**src/rtl/uart_arb_pkg.sv**
```systemverilog
// Shared types and constants for the UART transmit arbiter.
package uart_arb_pkg;

    typedef enum logic [1:0] {
        IDLE      = 2'd0,
        LAUNCH    = 2'd1,
        WAIT_BUSY = 2'd2,
        WAIT_DONE = 2'd3
    } state_t;

    localparam int UART_DATA_W = 8;
    localparam int MAX_REQ     = 4;
    localparam int GRANT_W     = 2;

endpackage

```
**src/rtl/uart_tx_arbiter_rr_picker.sv**
```systemverilog
// Combinational round-robin picker: first valid requester at or after ptr,
// returned both one-hot and as an index.
module rr_picker
    import uart_arb_pkg::*;
#(
    parameter int N = 2
) (
    input  logic [N-1:0]       valid,
    input  logic [GRANT_W-1:0] ptr,
    output logic [N-1:0]       grant,
    output logic [GRANT_W-1:0] idx
);

    logic [N-1:0] rot;

    // Rotate so bit 0 is the requester sitting at the pointer.
    assign rot = N'({valid, valid} >> ptr);

    always_comb begin
        grant = '0;
        idx   = '0;
        for (int k = N - 1; k >= 0; k--) begin
            if (rot[k]) begin
                idx   = GRANT_W'((int'(ptr) + k) % N);
                grant = N'(1) << idx;
            end
        end
    end

endmodule

```
**src/rtl/uart_tx_arbiter.sv**
```systemverilog
// Round-robin arbiter sharing one UART transmitter between NUM_REQ byte sources.
// Optional macro UART_ARB_LOCK_EN adds req_lock to keep multi-byte messages contiguous.
module uart_tx_arbiter
    import uart_arb_pkg::*;
#(
    parameter int NUM_REQ      = 2,
    parameter int BUSY_TIMEOUT = 64
) (
    input  logic                           clk,
    input  logic                           rst_n,
    input  logic [NUM_REQ-1:0]             req_valid,
    input  logic [UART_DATA_W*NUM_REQ-1:0] req_data,
`ifdef UART_ARB_LOCK_EN
    input  logic [NUM_REQ-1:0]             req_lock,
`endif
    output logic [NUM_REQ-1:0]             req_ready,
    output logic [UART_DATA_W-1:0]         tx_data,
    output logic                           tx_start,
    input  logic                           tx_busy,
    output logic [GRANT_W-1:0]             grant_id,
    output logic                           active,
    output logic                           timeout_err
);

    localparam int CNT_W = $clog2(BUSY_TIMEOUT);
    localparam logic [CNT_W-1:0] CNT_LAST = CNT_W'(BUSY_TIMEOUT - 1);

    state_t               state, state_nxt;
    logic [GRANT_W-1:0]   rr_ptr, ptr_nxt;
    logic [CNT_W-1:0]     cnt;
    logic [NUM_REQ-1:0]   pick_oh;
    logic [GRANT_W-1:0]   pick_idx;
    logic                 accept, done, timeout_hit, lock_hold;

    rr_picker #(.N(NUM_REQ)) u_pick (
        .valid (req_valid),
        .ptr   (rr_ptr),
        .grant (pick_oh),
        .idx   (pick_idx)
    );

`ifdef UART_ARB_LOCK_EN
    assign lock_hold = |(req_lock & (NUM_REQ'(1) << grant_id));
`else
    assign lock_hold = 1'b0;
`endif

    assign ptr_nxt = lock_hold ? grant_id :
                     (grant_id == GRANT_W'(NUM_REQ - 1)) ? '0 : grant_id + GRANT_W'(1);
    assign active  = (state != IDLE);

    always_comb begin
        state_nxt   = state;
        req_ready   = '0;
        tx_start    = 1'b0;
        accept      = 1'b0;
        done        = 1'b0;
        timeout_hit = 1'b0;
        case (state)
            IDLE: begin
                if (!tx_busy && |req_valid) begin
                    accept    = 1'b1;
                    req_ready = pick_oh;
                    state_nxt = LAUNCH;
                end
            end
            LAUNCH: begin
                tx_start  = 1'b1;
                state_nxt = WAIT_BUSY;
            end
            WAIT_BUSY: begin
                if (tx_busy) begin
                    state_nxt = WAIT_DONE;
                end else if (cnt == CNT_LAST) begin
                    // UART never acknowledged the start: drop the byte.
                    timeout_hit = 1'b1;
                    done        = 1'b1;
                    state_nxt   = IDLE;
                end
            end
            WAIT_DONE: begin
                if (!tx_busy) begin
                    done      = 1'b1;
                    state_nxt = IDLE;
                end
            end
            default: state_nxt = IDLE;
        endcase
    end

    always_ff @(posedge clk or negedge rst_n) begin
        if (!rst_n) begin
            state       <= IDLE;
            rr_ptr      <= '0;
            cnt         <= '0;
            tx_data     <= '0;
            grant_id    <= '0;
            timeout_err <= 1'b0;
        end else begin
            state <= state_nxt;
            if (accept) begin
                tx_data  <= UART_DATA_W'(req_data >> {pick_idx, 3'b000});
                grant_id <= pick_idx;
            end
            if (state == LAUNCH)
                cnt <= '0;
            else if (state == WAIT_BUSY && !tx_busy && cnt != CNT_LAST)
                cnt <= cnt + CNT_W'(1);
            if (timeout_hit)
                timeout_err <= 1'b1;
            if (done)
                rr_ptr <= ptr_nxt;
        end
    end

endmodule

```
**config.mk**
```make
export PLATFORM = sky130hd
export DESIGN_NAME = uart_tx_arbiter
export DESIGN_NICKNAME = d
export VERILOG_FILES = /design/src/rtl/uart_arb_pkg.sv /design/src/rtl/uart_tx_arbiter_rr_picker.sv /design/src/rtl/uart_tx_arbiter.sv
export SDC_FILE = /design/constraint.sdc
export NUM_CORES = 1
export LEC_CHECK = 0
export BUFFER_PORTS_ARGS = -buffer_cell sky130_fd_sc_hd__buf_2
export CAP_MARGIN = 20
export CORE_MARGIN = 5
export CORE_UTILIZATION = 40
export DETAILED_ROUTE_END_ITERATION = 8
export PLACE_DENSITY = 0.67
export SLEW_MARGIN = 0
export SYNTH_ARGS = -nofsm -noshare
export SYNTH_HDL_FRONTEND = slang
export SYNTH_SLANG_ARGS = --single-unit
```
**constraint.sdc**
```tcl
create_clock -name clk -period 1.4 [get_ports clk]
set_clock_uncertainty 0.05 [all_clocks]
set_input_delay 0.28 -clock clk [delete_from_list [all_inputs] [get_ports clk]]
set_output_delay 0.28 -clock clk [all_outputs]
set_load 0.02 [all_outputs]
```
# [Word-level counts from Yosys, hierarchy flattened]
# Cells that the tools add are included.
# Widths: inputs -> output; s select.
[word_totals] regBits=21 latchBits=0 ram_bits=0 mem_bits_ro=0 inputBits=21 out_inout_bits=15 elab_cells=54 memories=0
[op_classes] add_sub_neg=3 multipliers=0 div_mod_pow=0 magnitude_cmp=0 eq_ne=9 shift=4 n_mux=22 bitwise_logic=1 n_reduce_logical=9
[ops] cell="$mux 2" count=11
[ops] cell="$shr 16x5->8" count=1
[ops] cell="$mux 6" count=2
[ops] cell="$pmux 2 s4" count=1
[ops] cell="$mux 1" count=7
[ops] cell="$add 6x1->6 const B" count=1
[ops] cell="$eq 6x6->1 const B" count=1
[ops] cell="$ne 6x6->1 const B" count=1
[ops] cell="$eq 2x1->1 const B" count=2
[ops] cell="$eq 2x2->1 const B" count=2
[ops] cell="$ne 2x2->1 const B" count=2
[ops] cell="$reduce_bool 2->1" count=2
[ops] cell="$shr 4x2->2" count=1
[ops] cell="$logic_and 1x1->1" count=3
[ops] cell="$ne 3x3->1 const B" count=1
[ops] cell="$reduce_and 3->1" count=1
[ops] cell="$add 2x1->2 const B" count=1
[ops] cell="$logic_not 2->1" count=1
[ops] cell="$pmux 1 s2" count=1
[ops] cell="$reduce_or 2->1" count=1
[ops] cell="$shl 1x1->2 const A" count=1
[ops] cell="$shl 1x2->2 const A" count=1
[ops] cell="$add 1x1->1 const B" count=1
[ops] cell="$and 1x1->1 const A" count=1
[ops] cell="$logic_not 1->1" count=1

# [Longest topological paths before layout]
[logic_depth] ltp_word=7 mapped_depth=6 mapped_depth_nobuf=5

# [By module]
# Synthesis repeated with hierarchy kept, for this count alone.
[unflattened] cells_unflattened=113 area_unflattened_um2=1224.9
[modules_own_cells] mod="uart_tx_arbiter" n_inst=1 cells_per_inst=106 area_each_um2=1183.6 seq_area_each_um2=525.5
[modules_own_cells] mod="rr_picker" n_inst=1 cells_per_inst=7 area_each_um2=41.3 seq_area_each_um2=0.0

# [Least setup slack after synthesis]
# Ideal clock, no wire load.
[synth_path] kind="reg-to-output" startpoint="register state[1]" endpoint="output req_ready[1]" arrival_time_ns=1.384 t_required_ns=1.070 path_slack_ns=-0.314 path_stages_with_launch=5 path_buffers=1 cell_sequence="dfrtp_1 > buf_6 > or2_4 > or3_4 > nor2_2"
[synth_via] elab_chain_len=2
[synth_rtl] item="from (decl)" line_no="uart_tx_arbiter.sv:28" text="state_t state, state_nxt;"
[synth_rtl] item="from (signal assigned)" line_no="uart_tx_arbiter.sv:100" text="state <= state_nxt;"
[synth_rtl] item="$logic_not 2->1" line_no="uart_tx_arbiter.sv:59" text="case (state)"
[synth_rtl] item="$mux 2" line_no="uart_tx_arbiter.sv:59"
[synth_rtl] item="to (decl)" line_no="uart_tx_arbiter.sv:16" text="output logic [NUM_REQ-1:0] req_ready,"
# Every way passes these cells.

# [Worst setup path in the final report]
[layout_path] startpoint="register state[0]" endpoint="output req_ready[1]"
# Same word-level chain as after synthesis.

==> flow_summary.json <==
{
  "outcome": "finished with violations",
  "violations": "setup timing",
  "crit_chain": "or2_4 -> or3_4 -> nor2_4 -> buf_6",
  "rows": 18,
  "power_mw": 2.58,
  "clockBufferDepth": 2,
  "synth_top_cell_by_area": "dfrtp_1",
  "synth_edf_count": 0,
  "ctsHtreeMaxLevel": 1,
  "cts_tree": "built",
  "first_pass_iters": 3,
  "cts_sinks": 19,
  "areaGrowthSynthToFinish_pct": 56.2,
  "routed_via_density": 5.03,
  "clkSlewWorstSetupHoldPaths_ps": 120,
  "antenna_found_initial": 0,
  "fin_area_um2": 1570,
  "async_flop_share_pct": 100,
  "start_util_pct": 41.4,
  "grt-ovfl-total": 0,
  "rsz0062_at_grt": "yes",
  "path_depth": 4,
  "ys.flop_type": "dfrtp_1",
  "ys_seq_area_share_pct": 47.3,
  "drv_cap": 0,
  "die_area_um2": 3620,
  "cp.required_ps": 1070,
  "whs_ps": 230,
  "synth_fp_nets": 122,
  "track_usage_pct": 14.6,
  "min_period_over_period_pct": 135,
  "fp.dieH_um": 60.2,
  "r2r_slack_ps": -60,
  "ios": 36,
  "instances_no_fill": 185,
  "numCtsBuffers": 3,
  "final_hold_viol_count": 0,
  "peakVddDrop_mv": 1.17,
  "setup_viol": 13,
  "drv_slew": 0,
  "worstRegToRegCells": 7,
  "crit_family": "simple AND/OR/NAND/NOR gates",
  "placed_cell_area_um2": 1320,
  "fin_crit_ps": 1900,
  "fin_tns_setup_ps": -1790,
  "ant_nets": 0,
  "coreArea_um2": 2430,
  "drc": 0,
  "min_path_cells": 3,
  "place_congestion": 0.752,
  "worst_ep_arrival_time_ps": 1570,
  "cp_slowest_cell": "dfrtp_1",
  "dpl.hpwl_mm": 1.83,
  "grt_pass1_vias": 980,
  "drive_gt1_share_pct": 58.1,
  "setup.worst_path.end": "req_ready[1]",
  "worstHoldPathType": "input port to register",
  "vias": 931,
  "grt_max_degree": 20,
  "yosysWarnings": 0,
  "drt-total-wl_mm": 2.55,
  "port_buffers": 34,
  "wl_per_cell_um": 13.8,
  "setup_ws_ps": -496,
  "synthDistinctLibCells": 32,
  "netlist.area_leader.share_pct": 47.3,
  "clock.fmax_mhz": 527,
  "reg2reg_to": "tx_data[2]$_DFFE_PN0P_",
  "crit_type": "register to output port",
  "postSynthCellCount": 100,
  "cp.buffers_inverters": 1,
  "endpoint_kind": "output port",
  "avgSynthCellArea_um2": 10.1,
  "crit_fanout": 2,
  "dp.cells": 173,
  "root_buffer": "clkbuf_4",
  "crit_path_start_kind": "register",
  "synth_area_um2": 1010,
  "p_per_area_nw_per_um2": 1640,
  "crit_path_start": "state[0]$_DFFE_PN0P_",
  "drt_iter0_drc": 13,
  "grt_pass1_wl_mm": 4.00,
  "r2r-start": "state[0]$_DFFE_PN0P_",
  "insertion_delay_ps": 300,
  "antenna_cells": 0,
  "nets": 178,
  "power_leakage_nw": 0.776,
  "ys_top_cells_by_area": "dfrtp_1 (47%), mux2i_1 (12%), a21oi_1 (4.5%), nor2_1 (4.5%), and3_1 (3.1%)",
  "die_w_um": 60.2,
  "cpPeakStageDelay_ps": 390,
  "synth_seq_cells": 19
}
==> how the worst min path moves through the flow <==
stage                  from                      to  slack (ps)
2_1_floorplan         rst_n      cnt[0]$_DFFE_PN0P_         -70
3_3_place_gp          rst_n      cnt[1]$_DFFE_PN0P_         200
3_5_place_dp          rst_n      cnt[0]$_DFFE_PN0P_         200
4_1_cts        req_data[10]  tx_data[2]$_DFFE_PN0P_         230
5_1_grt        req_data[14]  tx_data[6]$_DFFE_PN0P_         240
6_report       req_data[13]  tx_data[5]$_DFFE_PN0P_         230
==> layout by cell type (no fill, tap or decap), types with 2 or more instances in the layout <==
cell      Yosys  layout
a21oi_2       2       8
and3_1        5       3
dfrtp_1      19      19
buf_2         1      30
nor2_1       12       4
nand2b_1      2       2
o21ai_1       0       2
a21oi_1       9       3
nor2_4        0       4
nand2_1       6       5
inv_1         3       2
nor2_2        1       5
and3_4        0       2
mux2i_1      12      12
a22o_1        2       2
clkbuf_4      0       3
buf_4         1      14
nand4_1       2       2
buf_6         2       9
==> cells in the mapped netlist, types with 2 or more instances <==
cell,number
nand4_1,2
nor2_1,12
nand2b_1,2
a21oi_1,9
a21oi_2,2
dfrtp_1,19
o21ai_0,3
nand2_1,6
buf_6,2
nor2b_1,2
and3_1,5
mux2i_1,12
inv_1,3
a22o_1,2
nor3_1,2
==> registers in the layout, indices dropped and copies added (netlist names) <==
| name | flops |
|---|---|
| rr_ptr | 1 |
| timeout_err | 1 |
| tx_data | 8 |
| state | 2 |
| cnt | 6 |
| grant_id | 1 |
==> through the flow <==
stage	utilization, %	setup slack, ps
floorplan	-	-241
global placement	54.4	-188
detailed placement	54.4	-208
CTS	60.8	-497
global route	64.6	-552
finish	64.6	-496
==> per-layer routing <==
layer	GRT usage (%)	up-vias	share of wire [%]
met5	0	-	0
met4	2.85	0	0
met2	26.2	23	55
met3	3.89	0	6.0
met1	17.2	444	39
li1	-	464	-
==> power by group <==
| group | total, mW | leakage, nW | switching (mW) | internal, mW |
|---|---|---|---|---|
| sequential | 0.892 | 0.230 | 0.151 | 0.742 |
| clock | 0.287 | 0.0177 | 0.181 | 0.106 |
| combinational | 1.40 | 0.528 | 0.728 | 0.675 |
==> cells by family (layout without fill, tap and decap cells) <==
group / Yosys count / count (layout) / share of synthesized area, %
AO/OA/AOI/OAI: 20 / 20 / 12.8
adder cells (fa/ha/maj): 1 / 1 / 1.24
buffers and inverters: 8 / 63 / 4.97
flip-flops: 19 / 19 / 47.3
multiplexers: 12 / 12 / 11.9
other: 1 / 1 / 0.373
AND/OR/NAND/NOR: 39 / 39 / 21.4
==> area by class of cell <==
type / count / area [um^2]
Clock buffer: 3 / 22.5
Sequential cell: 19 / 475
Inverter: 3 / 11.3
Multi-Input combinational cell: 73 / 608
Fill cell: 207 / 861
Tap cell: 30 / 37.5
Timing Repair Buffer: 56 / 412
Clock inverter: 1 / 5.00
==> tightest hold or removal path, stage by stage <==
cell	delay, ps
buf_2	70
mux2i_1	70
a21oi_2	130
==> what timing repair did <==
action                     CTS  global route
hold buffers                 1             0
gates cloned                 0             1
setup buffers                5             4
hold endpoints to repair    19             0
resized for setup           21            19
setup endpoints to repair   17            20
pin swaps                    4             6
Note: power is estimated with default switching activity, not from simulation.
